`src/rtl/match_sequencer_pkg.sv`:
```
// Shared constants for the pong match sequencer: state encoding, endgame flag
// positions and default timing/lives values.
package match_pkg;

  typedef enum logic [2:0] {
    ST_IDLE  = 3'd0,
    ST_SERVE = 3'd1,
    ST_PLAY  = 3'd2,
    ST_POINT = 3'd3,
    ST_OVER  = 3'd4
  } state_t;

  localparam int EG_OVER = 0;
  localparam int EG_P1   = 1;
  localparam int EG_P2   = 2;

  localparam int DEF_LIVES_INIT   = 3;
  localparam int DEF_SERVE_FRAMES = 60;
  localparam int DEF_POINT_FRAMES = 30;

  localparam int NUM_PLAYERS = 2;

endpackage

```
`src/rtl/match_sequencer_frame_timer.sv`:
```
// Loadable frame down-counter: steps once per accepted animate pulse and
// flags when it has run down to zero. Shared by the SERVE and POINT waits.
module frame_timer #(
  parameter int W = 8
) (
  input  logic         i_clk,
  input  logic         i_rst,
  input  logic         i_load,
  input  logic [W-1:0] i_load_val,
  input  logic         i_step,
  output logic         o_zero
);

  logic [W-1:0] count_q, count_d;

  always_comb begin
    count_d = count_q;
    if (i_load) begin
      count_d = i_load_val;
    end else if (i_step && (count_q != '0)) begin
      count_d = count_q - 1'b1;
    end
  end

  always_ff @(posedge i_clk or posedge i_rst) begin
    if (i_rst) begin
      count_q <= '0;
    end else begin
      count_q <= count_d;
    end
  end

  assign o_zero = (count_q == '0);

endmodule

```
`src/rtl/match_sequencer.sv`:
```
// Pong game-flow controller: IDLE/SERVE/PLAY/POINT/OVER sequencing, life
// counters and endgame flags. Optional pause input behind MATCH_SEQ_PAUSE_EN.
module match_sequencer
  import match_pkg::*;
#(
  parameter int LIVES_INIT   = DEF_LIVES_INIT,
  parameter int LIVES_W      = 9,
  parameter int SERVE_FRAMES = DEF_SERVE_FRAMES,
  parameter int POINT_FRAMES = DEF_POINT_FRAMES,
  parameter int TMR_W        = 8
) (
  input  logic               i_clk,
  input  logic               i_rst,
`ifdef MATCH_SEQ_PAUSE_EN
  input  logic               i_pause,
`endif
  input  logic               i_animate,
  input  logic               i_start,
  input  logic               i_miss1,
  input  logic               i_miss2,
  output logic               o_ball_rst,
  output logic               o_serve,
  output logic               o_play_en,
  output logic [LIVES_W-1:0] o_lives1,
  output logic [LIVES_W-1:0] o_lives2,
  output logic [2:0]         o_endgame,
  output logic [2:0]         o_state
);

  localparam logic [LIVES_W-1:0] LIVES_LD = LIVES_W'(LIVES_INIT);
  localparam logic [TMR_W-1:0]   SERVE_LD = TMR_W'(SERVE_FRAMES);
  localparam logic [TMR_W-1:0]   POINT_LD = TMR_W'(POINT_FRAMES);

  state_t               state_q, state_d;
  logic                 start_q;
  logic [LIVES_W-1:0]   lives_q   [NUM_PLAYERS];
  logic [LIVES_W-1:0]   lives_d   [NUM_PLAYERS];
  logic [LIVES_W-1:0]   lives_dec [NUM_PLAYERS];
  logic [NUM_PLAYERS-1:0] miss_v;
  logic                 ball_rst_q, ball_rst_d;
  logic                 serve_q, serve_d;
  logic                 play_en_q, play_en_d;
  logic [2:0]           endgame_q, endgame_d;

  logic                 start_rise;
  logic                 paused;
  logic                 frame_tick;
  logic                 tmr_load;
  logic [TMR_W-1:0]     tmr_load_val;
  logic                 tmr_step;
  logic                 tmr_zero;

  assign start_rise = i_start & ~start_q;
  assign miss_v     = {i_miss2, i_miss1};

  // Pause only has meaning while a rally is being set up or played.
`ifdef MATCH_SEQ_PAUSE_EN
  assign paused = i_pause & (state_q inside {ST_SERVE, ST_PLAY, ST_POINT});
`else
  assign paused = 1'b0;
`endif

  assign frame_tick = i_animate & ~paused;
  assign tmr_step   = frame_tick & (state_q inside {ST_SERVE, ST_POINT});

  genvar gi;
  generate
    for (gi = 0; gi < NUM_PLAYERS; gi++) begin : g_player
      assign lives_dec[gi] = (miss_v[gi] && (lives_q[gi] != '0)) ?
                             (lives_q[gi] - 1'b1) : lives_q[gi];
    end
  endgenerate

  frame_timer #(
    .W(TMR_W)
  ) u_frame_timer (
    .i_clk      (i_clk),
    .i_rst      (i_rst),
    .i_load     (tmr_load),
    .i_load_val (tmr_load_val),
    .i_step     (tmr_step),
    .o_zero     (tmr_zero)
  );

  always_comb begin
    state_d      = state_q;
    lives_d[0]   = lives_q[0];
    lives_d[1]   = lives_q[1];
    tmr_load     = 1'b0;
    tmr_load_val = SERVE_LD;
    serve_d      = 1'b0;

    case (state_q)
      ST_IDLE, ST_OVER: begin
        if (start_rise) begin
          state_d    = ST_SERVE;
          lives_d[0] = LIVES_LD;
          lives_d[1] = LIVES_LD;
          tmr_load   = 1'b1;
        end
      end
      ST_SERVE: begin
        if (frame_tick && tmr_zero) begin
          state_d = ST_PLAY;
          serve_d = 1'b1;
        end
      end
      ST_PLAY: begin
        if (!paused && (miss_v != '0)) begin
          lives_d[0] = lives_dec[0];
          lives_d[1] = lives_dec[1];
          if ((lives_dec[0] == '0) || (lives_dec[1] == '0)) begin
            state_d = ST_OVER;
          end else begin
            state_d      = ST_POINT;
            tmr_load     = 1'b1;
            tmr_load_val = POINT_LD;
          end
        end
      end
      ST_POINT: begin
        // Back to SERVE re-arms the serve wait; the release pulse comes from SERVE.
        if (frame_tick && tmr_zero) begin
          state_d  = ST_SERVE;
          tmr_load = 1'b1;
        end
      end
      default: begin
        state_d = ST_IDLE;
      end
    endcase

    // While paused the ball is released from reset so it holds its position.
    play_en_d  = (state_d == ST_PLAY) && !paused;
    ball_rst_d = (state_d != ST_PLAY) && !paused;

    endgame_d = 3'b000;
    if (state_d == ST_OVER) begin
      endgame_d[EG_OVER] = 1'b1;
      endgame_d[EG_P1]   = (lives_d[0] == '0);
      endgame_d[EG_P2]   = (lives_d[1] == '0);
    end
  end

  always_ff @(posedge i_clk or posedge i_rst) begin
    if (i_rst) begin
      state_q    <= ST_IDLE;
      start_q    <= 1'b0;
      lives_q[0] <= LIVES_LD;
      lives_q[1] <= LIVES_LD;
      ball_rst_q <= 1'b1;
      serve_q    <= 1'b0;
      play_en_q  <= 1'b0;
      endgame_q  <= 3'b000;
    end else begin
      state_q    <= state_d;
      start_q    <= i_start;
      lives_q[0] <= lives_d[0];
      lives_q[1] <= lives_d[1];
      ball_rst_q <= ball_rst_d;
      serve_q    <= serve_d;
      play_en_q  <= play_en_d;
      endgame_q  <= endgame_d;
    end
  end

  assign o_ball_rst = ball_rst_q;
  assign o_serve    = serve_q;
  assign o_play_en  = play_en_q;
  assign o_lives1   = lives_q[0];
  assign o_lives2   = lives_q[1];
  assign o_endgame  = endgame_q;
  assign o_state    = state_q;

endmodule

```
`config.mk`:
```
export PLATFORM = sky130hd
export DESIGN_NAME = match_sequencer
export DESIGN_NICKNAME = d
export VERILOG_FILES = /design/src/rtl/match_sequencer_pkg.sv /design/src/rtl/match_sequencer_frame_timer.sv /design/src/rtl/match_sequencer.sv
export SDC_FILE = /design/constraint.sdc
export NUM_CORES = 1
export LEC_CHECK = 0
export ABC_AREA = 1
export ABC_CLOCK_PERIOD_IN_PS = 2200
export BUFFER_PORTS_ARGS = -buffer_cell sky130_fd_sc_hd__buf_2
export CAP_MARGIN = 5
export CORE_ASPECT_RATIO = 1.5
export CORE_UTILIZATION = 35
export DETAILED_ROUTE_END_ITERATION = 16
export GPL_TIMING_DRIVEN = 0
export HOLD_SLACK_MARGIN = 0.06
export PLACE_DENSITY_LB_ADDON = 0.05
export SETUP_SLACK_MARGIN = 0.05
export SLEW_MARGIN = 20
export SYNTH_ARGS = -nofsm -noshare
export SYNTH_HDL_FRONTEND = slang
export SYNTH_SLANG_ARGS = --single-unit
export TNS_END_PERCENT = 20
```
`constraint.sdc`:
```
create_clock -name i_clk -period 2.2 [get_ports i_clk]
set_input_delay 0.11 -clock i_clk [delete_from_list [all_inputs] [get_ports i_clk]]
set_output_delay 0.11 -clock i_clk [all_outputs]
set_load 0.01 [all_outputs]
```
==> reports/qor.csv <==
stage,metric,value,unit
sta,rsz0062_at_grt,yes,
clock_network,cts_tree,built,
detailed_routing,ant_nets,0,
worst_setup_path,start_kind,flop,
sta,max_freq,0.4751,GHz
die,die_width,70.35,um
die,start_util,36.04,%
synthesis,synth_flop_cell,dfrtp_1,
cells_and_area,layout-drive-gt1-share,31.68,%
grt,antenna_found_initial,0,
die,ios,33,
worst_setup_path,slowest_delay,560,ps
grt,overflow,0,
power_and_ir_drop,power.density,1443,nW/um2
sta,slew_headroom,70.83,%
synthesis,synth-seq-cells,36,
sta,period_needed,2105,ps
detailed_routing,routed-via-count,2353,
sta,slew_viol_final,0,
worst_setup_path,path_cells,"clkinv_4, ha_4, inv_2, nor2_1, nand2_1, nor2_2, nor2_4, nand2_2, nand2_2, nand2_2, nor2_2, nand3_2, nand3_4, nand2_4, inv_4, nand3_2",
worst_setup_path,arrival,2270,ps
min_path,hp-class,in -> reg,
synthesis,synth_top_family_by_area,simple AND/OR/NAND/NOR gates,
clock_network,clkTransAtPathRegs,80,ps
power_and_ir_drop,p_leak,1.608,nW
synthesis,synthSimpleGateAreaFrac,41.22,%
worst_setup_path,cp_common_cell,nand2_2,
cells_and_area,layout.nets,414,
synthesis,netlist_instances,353,
synthesis,syn_avg_cell_area,6.947,um2
detailed_routing,viasPerCell,4.882,
sta,tightestPinTransition,432.9,ps
cells_and_area,syn2layout_area_growth,24.13,%
worst_setup_path,worst_r2r_startpoint,o_lives2[0]$_DFF_PP1_,
synthesis,synth_fp_nets,364,
grt,track_usage,17.84,%
grt,grt_max_degree,21,
placement,dp_hpwl,4878,um
clock_network,h-tree-depth,2,
detailed_routing,drt-pass1-iter-count,6,
sta,finalWorstSetupSlack,95.32,ps
grt,grt_pass1_vias,2254,
clock_network,clk_latency,290,ps
worst_setup_path,crit_start,o_lives2[0]$_DFF_PP1_,
clock_network,cts_inserted_buffers,5,
job,max-cap-violations,0,
sta,finalSetupViolations,0,
sta,period_share,95.67,%
synthesis,synthArstFlopShare,100.0,%
synthesis,synth-seq-area-share,36.99,%
synthesis,synth_compound_area_share,7.500,%
power_and_ir_drop,ir_drop,0.5663,mV
worst_setup_path,crit_path_end_kind,flop,
die,core,6805,um2
synthesis,synth.distinct_cells,33,
die,rows,37,
die,chipHeight,104.5,um
clock_network,cts_root_buffer,clkbuf_8,
clock_network,clock-sinks,36,
clock_network,cts_max_path_buffers,2,
placement,place_ws,-115.7,ps
min_path,min-delay-start,i_animate,
worst_setup_path,cp_max_fo,7,
status,status,completed,
detailed_routing,wl,6341,um
grt,grt_pass1_wl,10310,um
synthesis,ys_warn_count,0,
synthesis,synth_edf_count,0,
die,dieArea,7352,um2
sta,tns,0,ps
cells_and_area,antenna_cells,0,
worst_setup_path,worstSetupPathType,reg -> reg,
synthesis,syn_area,2452,um2
detailed_routing,drc,0,
synthesis,synth_xor_area_share,2.143,%
synthesis,synthMuxAreaShare,0,%
detailed_routing,drtIter0Drc,117,
cells_and_area,fillers,716,
placement,gp_congestion,0.8100,
detailed_routing,wl_per_cell,13.16,um
sta,hold_viol_final,0,
synthesis,synthAdderAreaFrac,2.551,%
sta,finClkSkew,5.048,ps
worst_setup_path,crit_slowest_cell,dfstp_2,
placement,port_buffers,32,
worst_setup_path,cp.required,2370,ps
[sequential cells by signal, indices dropped and copies added, names as in the netlist]
name	flops
o_lives1	9
o_lives2	9
u_frame_timer.count_q	8
o_endgame	3
o_state	3
o_ball_rst	1
o_play_en	1
o_serve	1
start_q	1
[report_power, final]
| part | switching (mW) | total, mW | internal (mW) |
|---|---|---|---|
| registers | 0.233 | 1.14 | 0.911 |
| clock network | 0.240 | 0.640 | 0.400 |
| logic | 1.67 | 2.61 | 0.942 |
| total | 2.14 | 4.39 | 2.25 |
[critical path: cells and delay by family, from the launching register on]
kind	cells	cell delay, ps
fa+ha+maj	1	170
flops	1	560
buf+inv	3	200
simple gates	12	1060
[cell usage in the layout (no fill, tap or decap), types with 5 or more instances in the layout]
cell	n
nand3_2	5
nand4_1	6
nand2_1	106
inv_1	42
clkbuf_8	7
dfstp_2	5
nand3_1	19
nor2_4	5
buf_2	32
o21ai_0	12
nand2_2	14
nor2_1	34
inv_2	13
nor2_2	13
buf_4	8
dfrtp_1	31
[final cells by class]
class	instances	area, um2	share of cell area, %
Clock inverter	1	30.03	0.9864
Buffer	2	16.27	0.5343
Inverter	58	232.7	7.645
Multi-Input combinational cell	257	1396	45.87
Timing Repair Buffer	43	267.8	8.796
Sequential cell	36	907.1	29.80
Clock buffer	7	96.34	3.165
Tap cell	78	97.59	3.206
[cell usage after synthesis (all sizes together) (2+ instances only)]
library cell | number | area share [%]
nand2 | 124 | 21
inv | 58 | 9.0
nor2 | 52 | 10
dfrtp | 31 | 32
nand3 | 25 | 5.7
o21ai | 16 | 3.4
a21oi | 6 | 1.5
nand4 | 6 | 1.5
nor3 | 6 | 1.6
dfstp | 5 | 5.4
ha | 5 | 2.6
xor2 | 4 | 1.4
a22oi | 3 | 0.92
o22ai | 3 | 0.77
a211oi | 2 | 0.61
xnor2 | 2 | 0.71
[stage by stage]
step | hold slack (ps) | total power [mW] | area [um2] | cells | util [%]
2_1_floorplan | 141.4 | 2.839 | 2452 | 353 | -
3_3_place_gp | 235.6 | 3.496 | 2710 | 463 | 39.82
3_5_place_dp | 128.1 | 3.500 | 2738 | 464 | 40.23
4_1_cts | 164.3 | 4.265 | 2947 | 479 | 43.30
5_1_grt | 195.4 | 4.819 | 3044 | 482 | 44.73
6_report | 163.3 | 4.394 | 3044 | 482 | 44.73
[logic make-up after synthesis]
logic type               Yosys count
XOR/XNOR                           6
flip-flops                        36
AND/OR/NAND/NOR                  215
adder cells (fa/ha/maj)            5
AO/OA/AOI/OAI                     31
buffers and inverters             60
[per-layer routing]
metal | part of all wire (%) | global-route usage, % | wire, um
met1 | 39 | 19.53 | 2447
met2 | 54 | 32.65 | 3393
met3 | 5.0 | 3.295 | 314
met4 | 2.9 | 7.714 | 184
met5 | 0 | 0 | 0
[worst paths after layout]
path                                                         to  slack (ps)  depth (start not counted)
setup / recovery           u_frame_timer.count_q[3]$_DFFE_PP0P_         100                         16
hold / removal                                o_serve$_DFF_PP0_         160                          5
setup reg to reg           u_frame_timer.count_q[3]$_DFFE_PP0P_         100                         16
hold reg to reg            u_frame_timer.count_q[4]$_DFFE_PP0P_         550                          2
max in group asynchronous                 o_lives2[1]$_DFF_PP1_        1330                          4
min in group asynchronous                     o_serve$_DFF_PP0_         350                          3
[repair_timing]
action                                 CTS  global route
setup buffers                            5             3
resized for setup                        7            29
setup endpoints to repair               14            16
pin swaps                                7            16
hold buffers                             2             0
endpoints found under the hold margin   15             0
Note: power is estimated with default switching activity, not from simulation.
